[src/rtl/prog_pla_if.sv]
// rtl/prog_pla_if.sv - config, input and output bundle of the programmable PLA
interface prog_pla_if #(
    parameter int N_IN   = 4,
    parameter int N_TERM = 8,
    parameter int N_OUT  = 4
);
    localparam int CFG_W   = (2 * N_IN > N_TERM + 1) ? 2 * N_IN : N_TERM + 1;
    localparam int MAX_IDX = (N_TERM > N_OUT) ? N_TERM : N_OUT;
    localparam int AW      = (MAX_IDX > 1) ? $clog2(MAX_IDX) : 1;

    logic             cfg_valid;
    logic             cfg_ready;
    logic             cfg_plane;
    logic [AW-1:0]    cfg_addr;
    logic [CFG_W-1:0] cfg_data;
    logic             cfg_err;
    logic             in_valid;
    logic             in_ready;
    logic [N_IN-1:0]  in_data;
    logic             out_valid;
    logic [N_OUT-1:0] out_data;

    modport master (
        output cfg_valid, cfg_plane, cfg_addr, cfg_data, in_valid, in_data,
        input  cfg_ready, cfg_err, in_ready, out_valid, out_data
    );

    modport slave (
        input  cfg_valid, cfg_plane, cfg_addr, cfg_data, in_valid, in_data,
        output cfg_ready, cfg_err, in_ready, out_valid, out_data
    );
endinterface

[src/rtl/prog_pla.sv]
// rtl/prog_pla.sv - run-time programmable PLA with registered AND/OR planes and 2-stage pipeline
module prog_pla #(
    parameter int N_IN   = 4,
    parameter int N_TERM = 8,
    parameter int N_OUT  = 4
) (
    input logic       clk,
    input logic       rst_n,
    prog_pla_if.slave bus
);
    localparam int MAX_IDX = (N_TERM > N_OUT) ? N_TERM : N_OUT;
    localparam int AW      = (MAX_IDX > 1) ? $clog2(MAX_IDX) : 1;

    logic [N_IN-1:0]   and_t  [N_TERM];
    logic [N_IN-1:0]   and_c  [N_TERM];
    logic [N_TERM-1:0] or_sel [N_OUT];
    logic [N_OUT-1:0]  or_inv;

    logic [N_TERM-1:0] term_d;
    logic [N_TERM-1:0] term_q;
    logic              v1;
    logic [N_OUT-1:0]  out_d;
    logic [N_OUT-1:0]  out_q;
    logic              out_v;
    logic              err_q;

    logic in_fire;
    logic cfg_fire;
    logic addr_ok;

    // Config waits for an empty pipeline so in-flight vectors never see a half-updated plane.
    assign bus.in_ready  = ~bus.cfg_valid;
    assign bus.cfg_ready = ~v1 & ~out_v;
    assign in_fire       = bus.in_valid & ~bus.cfg_valid;
    assign cfg_fire      = bus.cfg_valid & ~v1 & ~out_v;
    assign addr_ok       = bus.cfg_plane ? (32'(bus.cfg_addr) < N_OUT)
                                         : (32'(bus.cfg_addr) < N_TERM);

    assign bus.out_valid = out_v;
    assign bus.out_data  = out_q;
    assign bus.cfg_err   = err_q;

    always_ff @(posedge clk or negedge rst_n) begin
        if (!rst_n) begin
            for (int t = 0; t < N_TERM; t++) begin
                and_t[t] <= '0;
                and_c[t] <= '0;
            end
            for (int o = 0; o < N_OUT; o++) begin
                or_sel[o] <= '0;
            end
            or_inv <= '0;
        end else if (cfg_fire && addr_ok) begin
            for (int t = 0; t < N_TERM; t++) begin
                if (!bus.cfg_plane && bus.cfg_addr == AW'(t)) begin
                    and_t[t] <= bus.cfg_data[N_IN-1:0];
                    and_c[t] <= bus.cfg_data[2*N_IN-1:N_IN];
                end
            end
            for (int o = 0; o < N_OUT; o++) begin
                if (bus.cfg_plane && bus.cfg_addr == AW'(o)) begin
                    or_sel[o] <= bus.cfg_data[N_TERM-1:0];
                    or_inv[o] <= bus.cfg_data[N_TERM];
                end
            end
        end
    end

    // A set true-mask bit demands x[i]=1, a set complement-mask bit demands x[i]=0.
    always_comb begin
        term_d = '0;
        for (int t = 0; t < N_TERM; t++) begin
            term_d[t] = &((~and_t[t] | bus.in_data) & (~and_c[t] | ~bus.in_data));
        end
    end

    always_comb begin
        out_d = '0;
        for (int o = 0; o < N_OUT; o++) begin
            out_d[o] = (|(term_q & or_sel[o])) ^ or_inv[o];
        end
    end

    always_ff @(posedge clk or negedge rst_n) begin
        if (!rst_n) begin
            term_q <= '0;
            v1     <= 1'b0;
            out_q  <= '0;
            out_v  <= 1'b0;
            err_q  <= 1'b0;
        end else begin
            v1 <= in_fire;
            if (in_fire) begin
                term_q <= term_d;
            end
            out_v <= v1;
            if (v1) begin
                out_q <= out_d;
            end
            err_q <= cfg_fire & ~addr_ok;
        end
    end
endmodule

[src/flat_wrapper.sv]
// flat-port wrapper written by rule: the top's interface ports become plain ports
module prog_pla_flat 
#(
    parameter int N_IN   = 4,
    parameter int N_TERM = 8,
    parameter int N_OUT  = 4
)
  (clk, rst_n, bus_cfg_valid, bus_cfg_plane, bus_cfg_addr, bus_cfg_data, bus_in_valid, bus_in_data, bus_cfg_ready, bus_cfg_err, bus_in_ready, bus_out_valid, bus_out_data);
  prog_pla_if #(.N_IN(N_IN), .N_TERM(N_TERM), .N_OUT(N_OUT)) bus_i ();
  input logic clk;
  input logic rst_n;
  input wire logic [$bits(bus_i.cfg_valid)-1:0] bus_cfg_valid;
  input wire logic [$bits(bus_i.cfg_plane)-1:0] bus_cfg_plane;
  input wire logic [$bits(bus_i.cfg_addr)-1:0] bus_cfg_addr;
  input wire logic [$bits(bus_i.cfg_data)-1:0] bus_cfg_data;
  input wire logic [$bits(bus_i.in_valid)-1:0] bus_in_valid;
  input wire logic [$bits(bus_i.in_data)-1:0] bus_in_data;
  output wire logic [$bits(bus_i.cfg_ready)-1:0] bus_cfg_ready;
  output wire logic [$bits(bus_i.cfg_err)-1:0] bus_cfg_err;
  output wire logic [$bits(bus_i.in_ready)-1:0] bus_in_ready;
  output wire logic [$bits(bus_i.out_valid)-1:0] bus_out_valid;
  output wire logic [$bits(bus_i.out_data)-1:0] bus_out_data;
  assign bus_i.cfg_valid = bus_cfg_valid;
  assign bus_i.cfg_plane = bus_cfg_plane;
  assign bus_i.cfg_addr = bus_cfg_addr;
  assign bus_i.cfg_data = bus_cfg_data;
  assign bus_i.in_valid = bus_in_valid;
  assign bus_i.in_data = bus_in_data;
  assign bus_cfg_ready = bus_i.cfg_ready;
  assign bus_cfg_err = bus_i.cfg_err;
  assign bus_in_ready = bus_i.in_ready;
  assign bus_out_valid = bus_i.out_valid;
  assign bus_out_data = bus_i.out_data;
  prog_pla #(.N_IN(N_IN), .N_TERM(N_TERM), .N_OUT(N_OUT)) u_core (.clk(clk), .rst_n(rst_n), .bus(bus_i));
endmodule
[config.mk]
export PLATFORM = sky130hd
export DESIGN_NAME = prog_pla_flat
export DESIGN_NICKNAME = d
export VERILOG_FILES = /design/src/rtl/prog_pla_if.sv /design/src/rtl/prog_pla.sv /design/src/flat_wrapper.sv
export SDC_FILE = /design/constraint.sdc
export NUM_CORES = 1
export LEC_CHECK = 0
export CAP_MARGIN = 5
export CORE_AREA = 2 2 108 110
export CTS_CLUSTER_SIZE = 10
export DETAILED_ROUTE_END_ITERATION = 8
export DIE_AREA = 0 0 110 112
export DONT_BUFFER_PORTS = 1
export SKIP_LAST_GASP = 1
export SLEW_MARGIN = 20
export SYNTH_ARGS = -nofsm -noshare
export SYNTH_HDL_FRONTEND = slang
export SYNTH_SLANG_ARGS = --single-unit
[constraint.sdc]
create_clock -name clk -period 5.3 [get_ports clk]
set_input_delay 1.06 -clock clk [delete_from_list [all_inputs] [get_ports clk]]
set_output_delay 1.06 -clock clk [all_outputs]
set_load 0.01 [all_outputs]
======== Word level (Yosys, flattened, before mapping) ========
Cells that the tools add are included.
word-level totals
  logic and storage cells ................. 135
  bits of input ports ..................... 21
  register bits ........................... 115
  output and inout bits ................... 8
operators by class
  equal/unequal tests ..................... 7
  mux-type cells .......................... 1
  $lt $le $gt $ge ......................... 1
  reduce and logical (&&, ||, !) cells .... 39
  bitwise logic cells ..................... 58
operators with widths
  cell                                                                    count
  4-bit NOT                                                               17
  4-bit OR                                                                16
  4-bit AND                                                               8
  8-bit AND                                                               4
  4-bit AND reduction                                                     8
  8-bit OR reduction                                                      4
  2-bit AND reduction                                                     12
  1-bit logical AND                                                       13
  3-bit equality test (second input constant)                             4
  3-bit by 2-bit equality test with 1-bit output (second input constant)  2
  1-bit AND                                                               5
  1-bit NOT                                                               4
  1-bit bitwise XOR                                                       4
  3-bit by 1-bit equality test with 1-bit output (second input constant)  1
  3-bit zero test                                                         1
  3-bit < comparator (second input constant)                              1
  1-bit zero test                                                         1
  1-bit two-way mux                                                       1

======== Logic depth before layout (Yosys ltp) ========
Gate-level depths: netlist (run 1).
  depth after elaboration ................. 5
  depth in mapped cells ................... 5
  gate-level depth less buffers ........... 3

======== Worst setup path after synthesis (run 1) ========
Ideal clock, no wire load.
  kind .................................... input port to flip-flop
  start point ............................. input port bus_cfg_plane
  end point ............................... register u_core.and_c[0] in the netlist's numbering
  stages on the path ...................... 5
  setup slack ............................. 2.668 ns
  data arrival time ....................... 2.507 ns
  buffers on the path ..................... 2
  cell sequence ........................... or4b_1 buf_2 or3_1 buf_6 mux2_4
on the way
  longest elaborated chain between the ends .. 3
  elaborated cells between the ends (all ways) .. 5
ends and longest elaborated chain
  item                                                  RTL line                        RTL
  from (decl)                                           flat_wrapper.sv:13              input wire logic [$bits(bus_i.cfg_plane)-1:0] bus_cfg_plane;
  1-bit two-way mux or 1-bit zero test (tied branches)  prog_pla.sv:36, prog_pla.sv:55
  1-bit logical AND, on equally long branches           prog_pla.sv:53, prog_pla.sv:55
  2-bit AND reduction (no source line) *                n/a
  to (signal, indexed assignment)                       prog_pla.sv:57                  and_c[t] <= bus.cfg_data[2*N_IN-1:N_IN];
  to (decl)                                             prog_pla.sv:15                  logic [N_IN-1:0] and_c [N_TERM];
Every way passes the cells marked *; elsewhere a longest branch is shown, timed or not.
A chain may end at the register's enable or synchronous reset.

======== Worst setup path in the final report (run 1) ========
  start point ............................. register u_core.v1
  end point ............................... register u_core.and_t[4] in the netlist's numbering
on the way
  longest elaborated chain between the ends .. 5
ends and longest elaborated chain
  item                                  RTL line        RTL
  from (decl)                           prog_pla.sv:21  logic v1;
  from (signal assigned)                prog_pla.sv:92  v1 <= in_fire;
  1-bit NOT                             prog_pla.sv:35  assign cfg_fire = bus.cfg_valid & ~v1 & ~out_v;
  1-bit AND (2 in series)               prog_pla.sv:35
  1-bit logical AND                     prog_pla.sv:53  end else if (cfg_fire && addr_ok) begin
  2-bit AND reduction (no source line)  n/a
  to (signal, indexed assignment)       prog_pla.sv:56  and_t[t] <= bus.cfg_data[N_IN-1:0];
  to (decl)                             prog_pla.sv:14  logic [N_IN-1:0] and_t [N_TERM];
Every way passes these cells.

==> out/summary.md, run 1 <==
The run finished with clean final reports. For the site row count, the log shows 39. For this run, the leading register cell type out of synthesis is sky130_fd_sc_hd__dfrtp_1. Setup repair after global routing left no endpoint under its margin. Yosys printed 0 warnings.

By count the netlist is led by 115 x sky130_fd_sc_hd__dfrtp_1, 76 x sky130_fd_sc_hd__mux2_2, 32 x sky130_fd_sc_hd__mux2i_1, 24 x sky130_fd_sc_hd__mux2_4, 17 x sky130_fd_sc_hd__clkbuf_1. At the end of routability-driven placement, the weighted congestion stood at 0.7410. The count of nets left with antenna violations once routing finished came out at 0. Ranked by total cell area, the synthesized netlist is headed by sky130_fd_sc_hd__dfrtp_1 57%, sky130_fd_sc_hd__mux2_2 17%, sky130_fd_sc_hd__mux2_4 7.1%. Arrival time at the worst endpoint: 2.75 ns. The minimum clock period is 2.466 ns, and the placeable core region is 11170 um2. The critical path is of the flip-flop to flip-flop type. For the hold violation count in the final report, the log shows 0.

Number of different library cells in the post-synthesis netlist: 24. The worst relative slew slack is 46.80%. The final cycle utilization of the critical path works out to 46.53%.

In this run the clock root is driven by a sky130_fd_sc_hd__clkbuf_16. The tools report the total setup buffers inserted after CTS as 0. The post-layout instance area was 5741 um2; the placed wire-length estimate after detailed placement was 7104 um. The tools report the via count of the first global-routing pass as 3104. In the routed design, unresolved DRC markers number 0. Including well taps, the total number of placed cells is 479.

Dividing the detail-routed wire length by the instance count gives 22.03 um. The core occupancy in the finished layout is 51.37%, and the number of synthesized register bits is 115. The power density over the cells was 460.7 nW/um2; the final-stage net count was 376. For this design the static power due to leakage is 2.659 nW. In this run the critical register-to-register path is launched from u_core.v1. The count of cells in the finished layout, fillers not included, comes to 511. Yosys mapped a number of flops with a built-in enable equal to 0. The overflow left after global routing came out at 0.

The number of vias per cell after detailed routing came out at 5.681. The detailed router finished its first iteration with 201 violations. The tools report the sum of negative setup slack as 0 ns. The post-route netlist has 37.50% of its cells at a drive strength greater than 1. The total via count after detailed routing was 2903. 0 antenna diodes ended up in the layout. From synthesis to final layout, the design area changed by 12.78%. In this run, post-CTS hold repair placed 0 buffers. The largest voltage drop on the vdd net is 257.0 uV. Of all cell types, the one taking the most synthesized area is sky130_fd_sc_hd__dfrtp_1. sky130_fd_sc_hd__dfrtp_1 is the most common cell in the netlist. The count of mapped cells out of synthesis was 357.

The top cell type's share of synthesized area was 56.54%. For the total count of max-transition violations in the final report, the log shows 0. The number of clock buffers inserted by TritonCTS is 17, and the per-instance average area after synthesis is 14.26 um2. First-pass GRT wire length: 17800 um. Clock-pin slew was measured on the worst setup and hold paths at 0.05 ns.

The net count after synthesis was 378; the maximum clock skew at final layout was 0.007156 ns. The wire length after detailed routing came out at 11260 um. OpenSTA, run right after detailed placement, puts the worst setup slack at 2.433 ns.

At the worst endpoint, the required time is 5.59 ns. No sink is reached through more buffers than the 2 on the longest clock path. The insertion delay to the later sink of the worst-skew pair is 0.41 ns.

TritonCTS built the clock tree. The initial utilization of the core area, before any placement, comes to 45.55%. Setup violations remaining at the end of the flow were counted as 0. The endpoint of the worst-slack reg-to-reg timing path was u_core.and_t[4]. The run gives 0.4055 GHz as the achievable clock frequency.

Summing every instance area after synthesis gives 5090 um2. Clock tree synthesis found a total of 115 sinks. The proportion of synthesized chip area in sequential cells came out at 56.54%. The die is 112 um tall.

The number of resized instances in the post-cts repair step came out at 0. The H-tree was split into 4 levels. The number of antenna violations at the first check in global routing was 0; the slack of the worst reg-to-reg path was 2.83 ns.

The cell depth of the worst flop-to-flop path works out to 3. After detailed placement, the total cell area comes to 5166 um2. The run gives 20.09% as the total track usage.

The first detailed-routing pass ran for 4 iterations. Along the worst path, the maximum fanout reaches 17. STA classifies the critical path startpoint as a flip-flop. Max-cap violations in this run came to 0.

In the synthesized netlist the async set-or-reset flop fraction comes to 100.0%. The floorplan step set the die width to 110 um. The die covers 12320 um2. The number of buffer cells added on primary ports works out to 0. For the pin with the worst max-slew slack, the measured transition is 0.7937 ns. Across all setup checks in the final design, the least slack found is 2.834 ns. The largest net degree at the start of global routing came out at 116. The tightest min-delay check is of the input port to asynchronous set/reset pin type.

The worst setup path is captured at a flip-flop. For the number of primary I/O pins, the log shows 29.
-- critical path: stages, from the launching register on --
cell                      delay (ns)
sky130_fd_sc_hd__dfrtp_1        0.59
sky130_fd_sc_hd__or4b_1         0.73
sky130_fd_sc_hd__or3_1          0.63
sky130_fd_sc_hd__mux2_4         0.38
-- cells by family after synthesis --
group | after synthesis | share of synthesized area (%)
multiplexers | 132 | 30.19
AO/OA/AOI/OAI | 32 | 4.622
flip-flops | 115 | 56.54
buffers and inverters | 28 | 2.532
AND/OR/NAND/NOR | 50 | 6.121
-- metal layers --
metal	vias to the layer above	global-route usage, %	wire (um)
li1	1309	-	-
met5	-	0	0
met1	1522	28.78	5253
met4	0	5.316	131
met3	14	5.972	592
met2	58	29.78	5281
-- final cells by class --
cell class / instances / area, um2
Fill cell: 963 / 5434
Sequential cell: 115 / 2878
Multi-Input combinational cell: 214 / 2092
Clock buffer: 22 / 484.2
Tap cell: 143 / 178.9
Clock inverter: 10 / 81.33
Inverter: 7 / 26.28
-- sequential cells by signal, summed over array words and instances (netlist names) --
signal                count
u_core.bus.out_valid      1
u_core.or_inv             4
u_core.term_q             8
u_core.bus.out_data       4
u_core.bus.cfg_err        1
u_core.and_t             32
u_core.or_sel            32
u_core.v1                 1
u_core.and_c             32
-- report_power, final --
| group | total, mW | switching [mW] | internal, mW |
|---|---|---|---|
| registers | 1.22 | 0.141 | 1.08 |
| clock network | 1.08 | 0.388 | 0.688 |
| logic | 0.347 | 0.122 | 0.225 |
| total | 2.64 | 0.651 | 1.99 |
-- metrics by stage --
stage	power [mW]	hold WS (ns)
5_1_grt	2.767	0.3301
4_1_cts	2.665	0.3380
3_5_place_dp	1.585	0.4945
6_report	2.645	0.3489
2_1_floorplan	1.502	0.4606
3_3_place_gp	1.563	0.4865
-- layout by cell type, fill, tap and decap left out, drive strengths merged, types with 3 or more instances in the layout --
cell,count
a22oi,16
a41o,4
clkbuf,22
clkinv,8
dfrtp,115
inv,7
mux2,100
mux2i,32
nand2,13
nand2b,7
nand4,12
nor2,3
nor3,6
o21ai,8
o221ai,4
or3,3
-- how the worst max path moves through the flow --
stage	from	end	slack, ns	depth (start not counted)
global route	u_core.v1	u_core.and_t[23]	2.72	3
CTS	u_core.v1	u_core.or_sel[29]	2.79	3
global placement	bus_cfg_plane	u_core.and_t[7]	2.44	3
finish	u_core.v1	u_core.and_t[4]	2.83	3
floorplan	bus_cfg_plane	u_core.and_c[0]	2.67	5
detailed placement	bus_cfg_plane	u_core.and_c[2]	2.43	3
No activity file was read; power rests on OpenSTA's default activity.
==> run 2: changes to the inputs <==
clock period = 2.5 ns   (was 5.3 ns; I/O delays follow)
==> run 2 against run 1 <==
The flow now finishes with violations (hold timing). Sequential cell count did not move. Non-clock buffer count up 10. Global-route usage increased by 0.44 points. Setup slack worse by 2.4 ns. Core utilization increased by 1.1 points. Final cell count rose by 1.6%. Total power grew 120%. Hold slack lost 0.57 ns. Die area unchanged. Via count increased by 2.4%. Critical path type unchanged. Largest cell class unchanged.
==> out/summary.md, run 2 (synthesis gave the netlist of run 1 again) <==
The largest registers in the layout are u_core.and_c: 32 flops, u_core.and_t: 32 flops, u_core.or_sel: 32 flops. 29 I/O pins were placed. After the last flow step, the layout net total stands at 386.

The initial utilization of the core area, before any placement, comes to 45.55%. Data arrives at the worst endpoint at 2.35 ns. In this run the tightest slew margin relative to its limit is 56.91%.

Path type of the worst min-delay path: input port to asynchronous set/reset pin. The sum of negative setup slack is 0 ns, and the insertion delay to the later sink of the worst-skew pair is 0.42 ns. The data required time of the worst path was 2.79 ns. Entering global routing, the biggest net connects 116 pins. The number of buffer cells added on primary ports came out at 0.

The number of sinks driven by the clock tree was 115. The power density over the cells was 1005 nW/um2; the internal power consumption was 4.504 mW. The worst setup path is launched from a flip-flop. Of the cells placed in the final design, the portion with a size suffix greater than 1 is 38.83%. After detailed routing, the number of vias per cell comes to 5.726. The width of the die is 110 um, and the placeable core region is 11170 um2. The run gives 0 as the number of setup violations in the final report. The placed wire-length estimate after detailed placement was 7286 um. The setup slack after placement was 0.3088 ns. The measured slew at the worst slew-check pin was 0.6464 ns; the total count of max-transition violations in the final report was 0. The final cycle utilization of the critical path was 82.32%.

The switching power of the nets was 1.388 mW; the post-layout instance area was 5866 um2. For the largest voltage drop on the vdd net, the log shows 642.6 uV. Setup repair after global routing left no endpoint under its margin. The hold violation count in the final report is 115. Leaving out fill and tap cells, the most frequent cells in the layout are 115 x sky130_fd_sc_hd__dfrtp_1, 76 x sky130_fd_sc_hd__mux2_2, 32 x sky130_fd_sc_hd__mux2i_1, 24 x sky130_fd_sc_hd__mux2_4, 17 x sky130_fd_sc_hd__clkbuf_16. Net switching is 23.56% of the power. The logs give 44.1% for the sequential fraction of design power and 5241 um2 for the cell area after placement. The H-tree depth was 4; the clock input transition at the sequential cells of the worst setup and hold paths was 0.05 ns.

CTS placed an instance of sky130_fd_sc_hd__clkbuf_16 at the clock tree root. The die covers 12320 um2. The wire length after detailed routing was 11400 um; the die outline height was 112 um.

The critical path in this run is classified as flip-flop to flip-flop. For the post-route worst setup slack, the log shows 0.4420 ns. Global routing consumed, over all layers together, 20.54% of the routing resources. The tools report the number of antenna violations at the first check in global routing as 0. Once detail routing completed, the nets flagged for antenna violations numbered 0.

The antenna cell count came out at 0. The run gives 39 as the site row count. The highest fanout seen on the critical path is 8, and the number of search-and-repair iterations in the first detailed-routing pass is 4.

Timing would allow up to 0.4859 GHz. From synthesis to final layout, the design area changed by 15.24%. Power comes to 5.893 mW.

The post-detailed-route wirelength per cell was 21.96 um; the first-pass GRT wire length was 18020 um. Leaving out fill and tap cells, the most frequent cell in the layout is sky130_fd_sc_hd__dfrtp_1. Global routing finished with a remaining overflow of 0. In this run, CTS created clock tree buffers numbering 17. After the first detailed-routing iteration, the DRC count stood at 241. For the number of max-cap violations, the log shows 0. The final reports fail on hold timing.

The minimum clock period works out to 2.058 ns. The total via count after detailed routing is 2972. TritonCTS built the clock tree. STA classifies the critical path endpoint as a flip-flop.

For the number of buffers between clock root and the deepest sink, the log shows 2. Combinational logic is responsible for 12.7% of the overall power. Summed over all cells, the static leakage comes to 2.726 nW. The run gives -0.2206 ns as the minimum hold slack.

The flow ran to the end, but the final reports show violations. The routability congestion estimate is 0.7558, and the fraction of power consumed by the clock network is 43.2%. The via count of the first global-routing pass was 3178. Between clock sinks in the finished design, the worst skew comes to 0.01158 ns. The DRC violation count after routing is 0.
run 2: area by class of cell:
cell class / instances / area (um2)
Fill cell: 931 / 5309
Sequential cell: 115 / 2878
Multi-Input combinational cell: 214 / 2083
Clock buffer: 21 / 470.5
Tap cell: 143 / 178.9
Clock inverter: 9 / 153.9
Timing Repair Buffer: 10 / 75.07
Inverter: 7 / 26.28
run 2: routing by layer:
metal	part of all wire, %	global-route usage, %	wire (um)	up-vias
met5	0	0	0	-
met4	1.3	6.920	145	0
met3	4.2	6.616	483	16
met2	48	30.84	5486	45
met1	46	28.08	5282	1581
li1	-	-	-	1330
run 2: worst paths after layout:
check / to / slack [ns] / cells after the start / from
worst max register to register: u_core.and_t[1] / 0.44 / 3 / u_core.bus.out_valid
worst min register to register: u_core.and_t[24] / 0.50 / 1 / u_core.and_t[24]
min in group clk: u_core.and_c[4] / 0.23 / 1 / bus_cfg_data[4]
max in group asynchronous: u_core.and_t[29] / 2.52 / 0 / rst_n
worst max-delay path: u_core.and_t[1] / 0.44 / 3 / u_core.bus.out_valid
worst min-delay path: u_core.and_t[21] / -0.22 / 0 / rst_n
run 2: through the flow:
stage          hold slack, ns  std cells  utilization, %
4_1_cts               -0.2348        519           52.49
5_1_grt               -0.2438        519           52.49
2_1_floorplan          0.2044        357               -
3_3_place_gp           0.2089        489           46.90
6_report              -0.2206        519           52.49
3_5_place_dp           0.2088        489           46.90
run 2: repair_timing:
action,CTS,global route
setup buffers,0,0
resized for setup,0,0
endpoints found under the setup margin,0,0
hold endpoints to repair,115,115
run 2: critical path, cell delays in order, from the launching register on:
cell and delay (ns):
sky130_fd_sc_hd__dfrtp_1 0.40, sky130_fd_sc_hd__or4b_1 0.55, sky130_fd_sc_hd__or3_1 0.61, sky130_fd_sc_hd__mux2_4 0.37
run 2: power by group through the flow:
stage / Clock [mW] / Combinational, mW / Sequential, mW
4_1_cts: 2.58 / 0.760 / 2.59
6_report: 2.55 / 0.750 / 2.60
3_5_place_dp: 0 / 0.754 / 2.62
5_1_grt: 2.68 / 0.832 / 2.65
2_1_floorplan: 0 / 0.668 / 2.52
3_3_place_gp: 0 / 0.723 / 2.60
==> run 3: changes to the inputs <==
clock period = 1.8 ns   (was 2.5 ns; I/O delays follow)
==> run 3 against run 2 <==
Setup slack lost 0.56 ns. Sequential cell count is the same. Count of clock-buffer cells in the layout grew 3. Via count shrank 0.61%. Highest routed layer unchanged. Clock skew shrank 0.0033 ns. Sequential share of layout area shrank 1.1 points. Global-route usage shrank 0.60 points. Register-to-register slack lost 0.56 ns. Final cell count grew 0.77%. The flow finishes with violations (hold timing, setup timing). Critical path depth is the same. Clock power grew 32%.
==> out/summary.md, run 3 (synthesis gave the netlist of run 1 again) <==
Walking the worst path, the cells encountered are or4b_4 -> or3_4 -> mux2_4. VDD sags by at most 805.5 uV. The highest fanout seen on the critical path works out to 8. Library cell contributing the largest single delay on the critical path: sky130_fd_sc_hd__or4b_4.

The run finished, with violations left. After clock tree synthesis, the clock-pin slew on the worst setup and hold paths is 0.05 ns. The total track usage was 19.93%; the overflow left after global routing was 0.

The first global-routing pass estimated 17870 um of wire. The tools report the end point of the critical path as u_core.and_t[6]. The DRC violation count after routing is 0. Number of buffer cells added on primary ports: 0. The endpoint identified for the worst register-to-register timing path is u_core.and_t[6].

The number of max-cap violations was 0; the width of the die was 110 um. The count of buffering cells on the critical path with inverters included was 0; the starting density of the core was 45.55%. The clock root buffer master was sky130_fd_sc_hd__clkbuf_16.

The growth of design area from synthesis to finish is 17.97%, and the maximum clock skew at final layout is 0.008313 ns. Counting cells, the worst reg-to-reg path comes to 3. STA classifies the critical path endpoint as a flip-flop. The arrival time at the worst endpoint is 2.20 ns, and the number of setup violations in the final report is 48. The number of antenna violations at the first check in global routing was 0; the sum of negative setup slack was -4.641 ns. Origin of the critical flop-to-flop path: u_core.v1. The hold violation count in the final report is 115. The worst hold path belongs to the class input port to asynchronous set/reset pin. The most critical setup path has its startpoint at u_core.v1. Setup repair after global routing could not meet its margin everywhere. The via count of the first global-routing pass came out at 3255. The largest registers in the layout are u_core.and_c: 32 flops, u_core.and_t: 32 flops, u_core.or_sel: 32 flops. Cell area after placement: 5315 um2. In the final layout, the share of cells above drive strength 1 is 40.53%.

The total count of max-transition violations in the final report is 0, and the data required time of the worst path is 2.09 ns. The post-layout instance area was 6005 um2; the total setup buffers inserted after CTS was 0. The die is 112 um tall. Family with the most delay on the worst path: simple AND/OR/NAND/NOR gates.

Summed over all layers, the routed wires come to 11130 um. Based on the critical path, the design can be clocked at up to 0.5215 GHz. Insertion delay to the later sink of the worst-skew pair: 0.41 ns. The top cell types in the final layout, fill and taps aside, are 115 x sky130_fd_sc_hd__dfrtp_1, 68 x sky130_fd_sc_hd__mux2_2, 32 x sky130_fd_sc_hd__mux2_4, 32 x sky130_fd_sc_hd__mux2i_1, 17 x sky130_fd_sc_hd__clkbuf_16. The cell depth of the worst setup path was 3. The final-stage net count was 391; the residual antenna-violating net count after detailed routing was 0.

After legalization and detailed placement, the total HPWL measured 7083 um. OpenSTA, run right after detailed placement, puts the worst setup slack at -0.1802 ns. The die covers 12320 um2.

At the pin with the least slew margin, the transition time is 0.6580 ns. The number of buffers between clock root and the deepest sink was 2; the number of vias per cell after detailed routing was 5.648. The number of primary I/O pins was 29. The worst pin sits at a relative slew slack of 56.13%. The core region is 11170 um2.

The setup check on the worst reg-to-reg path leaves a slack of -0.12 ns. TritonCTS built the clock tree. For this design the ratio of total power to cell area is 1340 nW/um2. In this run, CTS created clock tree buffers numbering 17. Leaving out fill and tap cells, the most frequent cell in the layout is sky130_fd_sc_hd__dfrtp_1.

The repair_antennas step left the layout with diodes totalling 0. STA classifies the critical path startpoint as a flip-flop. The DRC marker count from the first detailed-route iteration came out at 142. The checks that failed: hold timing, setup timing. For the post-route worst setup slack, the log shows -0.1177 ns. The worst setup path is of the flip-flop to flip-flop kind.

The congestion estimate from routability-driven global placement came to 0.7244. The first detailed-routing pass took 7 iterations. The routed layout has 2954 vias.

For the site row count, the log shows 39. The minimum clock period works out to 1.918 ns. On the worst path, the slowest cell contributes a delay of 0.58 ns. The leakage power figure is 2.795 nW, and the post-detailed-route wirelength per cell is 21.29 um. For this design, the sink count on the clock tree is 115. The minimum hold slack was -0.3491 ns; the largest net degree at the start of global routing was 116. The final cycle utilization of the critical path was 106.5%.

The H-tree depth was 4.
## run 3: what timing repair did
| action | in CTS | in global routing |
|---|---|---|
| cloned | 0 | 1 |
| endpoints found under the hold margin | 115 | 115 |
| pin swaps | 1 | 3 |
| gates resized for setup | 8 | 22 |
| setup endpoints to repair | 66 | 92 |
## run 3: worst min path at each step
stage / cells past startpoint / end / slack (ns) / start
2_1_floorplan: 0 / u_core.and_c[0] / 0.06 / rst_n
3_3_place_gp: 0 / u_core.and_c[17] / 0.07 / rst_n
3_5_place_dp: 0 / u_core.and_c[17] / 0.07 / rst_n
4_1_cts: 0 / u_core.or_sel[0] / -0.36 / rst_n
5_1_grt: 0 / u_core.and_c[11] / -0.36 / rst_n
6_report: 0 / u_core.and_c[17] / -0.35 / rst_n
## run 3: report_power, final
part	switching (mW)	total [mW]	internal, mW
Combinational	0.372	1.07	0.701
Clock	1.07	3.36	2.29
Sequential	0.421	3.61	3.19
## run 3: layer usage
| metal | GRT usage, % | vias up | share of wire (%) |
|---|---|---|---|
| met5 | 0 | - | 0 |
| met4 | 7.004 | 0 | 0.77 |
| met3 | 4.801 | 9 | 2.6 |
| met2 | 29.78 | 31 | 48 |
| met1 | 28.32 | 1573 | 49 |
| li1 | - | 1341 | - |
## run 3: metrics by stage
step / util (%) / instances / hold slack (ns) / power [mW]
2_1_floorplan: - / 357 / 0.06441 / 4.423
3_3_place_gp: 47.56 / 496 / 0.07018 / 4.618
3_5_place_dp: 47.56 / 496 / 0.06984 / 4.683
4_1_cts: 53.16 / 525 / -0.3632 / 8.074
5_1_grt: 53.73 / 523 / -0.3617 / 8.403
6_report: 53.73 / 523 / -0.3491 / 8.043
## run 3: area by class of cell
class	count	area, um2
Fill cell	906	5170
Sequential cell	115	2878
Timing Repair Buffer	15	158.9
Inverter	7	26.28
Tap cell	143	178.9
Multi-Input combinational cell	214	2171
Clock buffer	24	491.7
Clock inverter	5	100.1
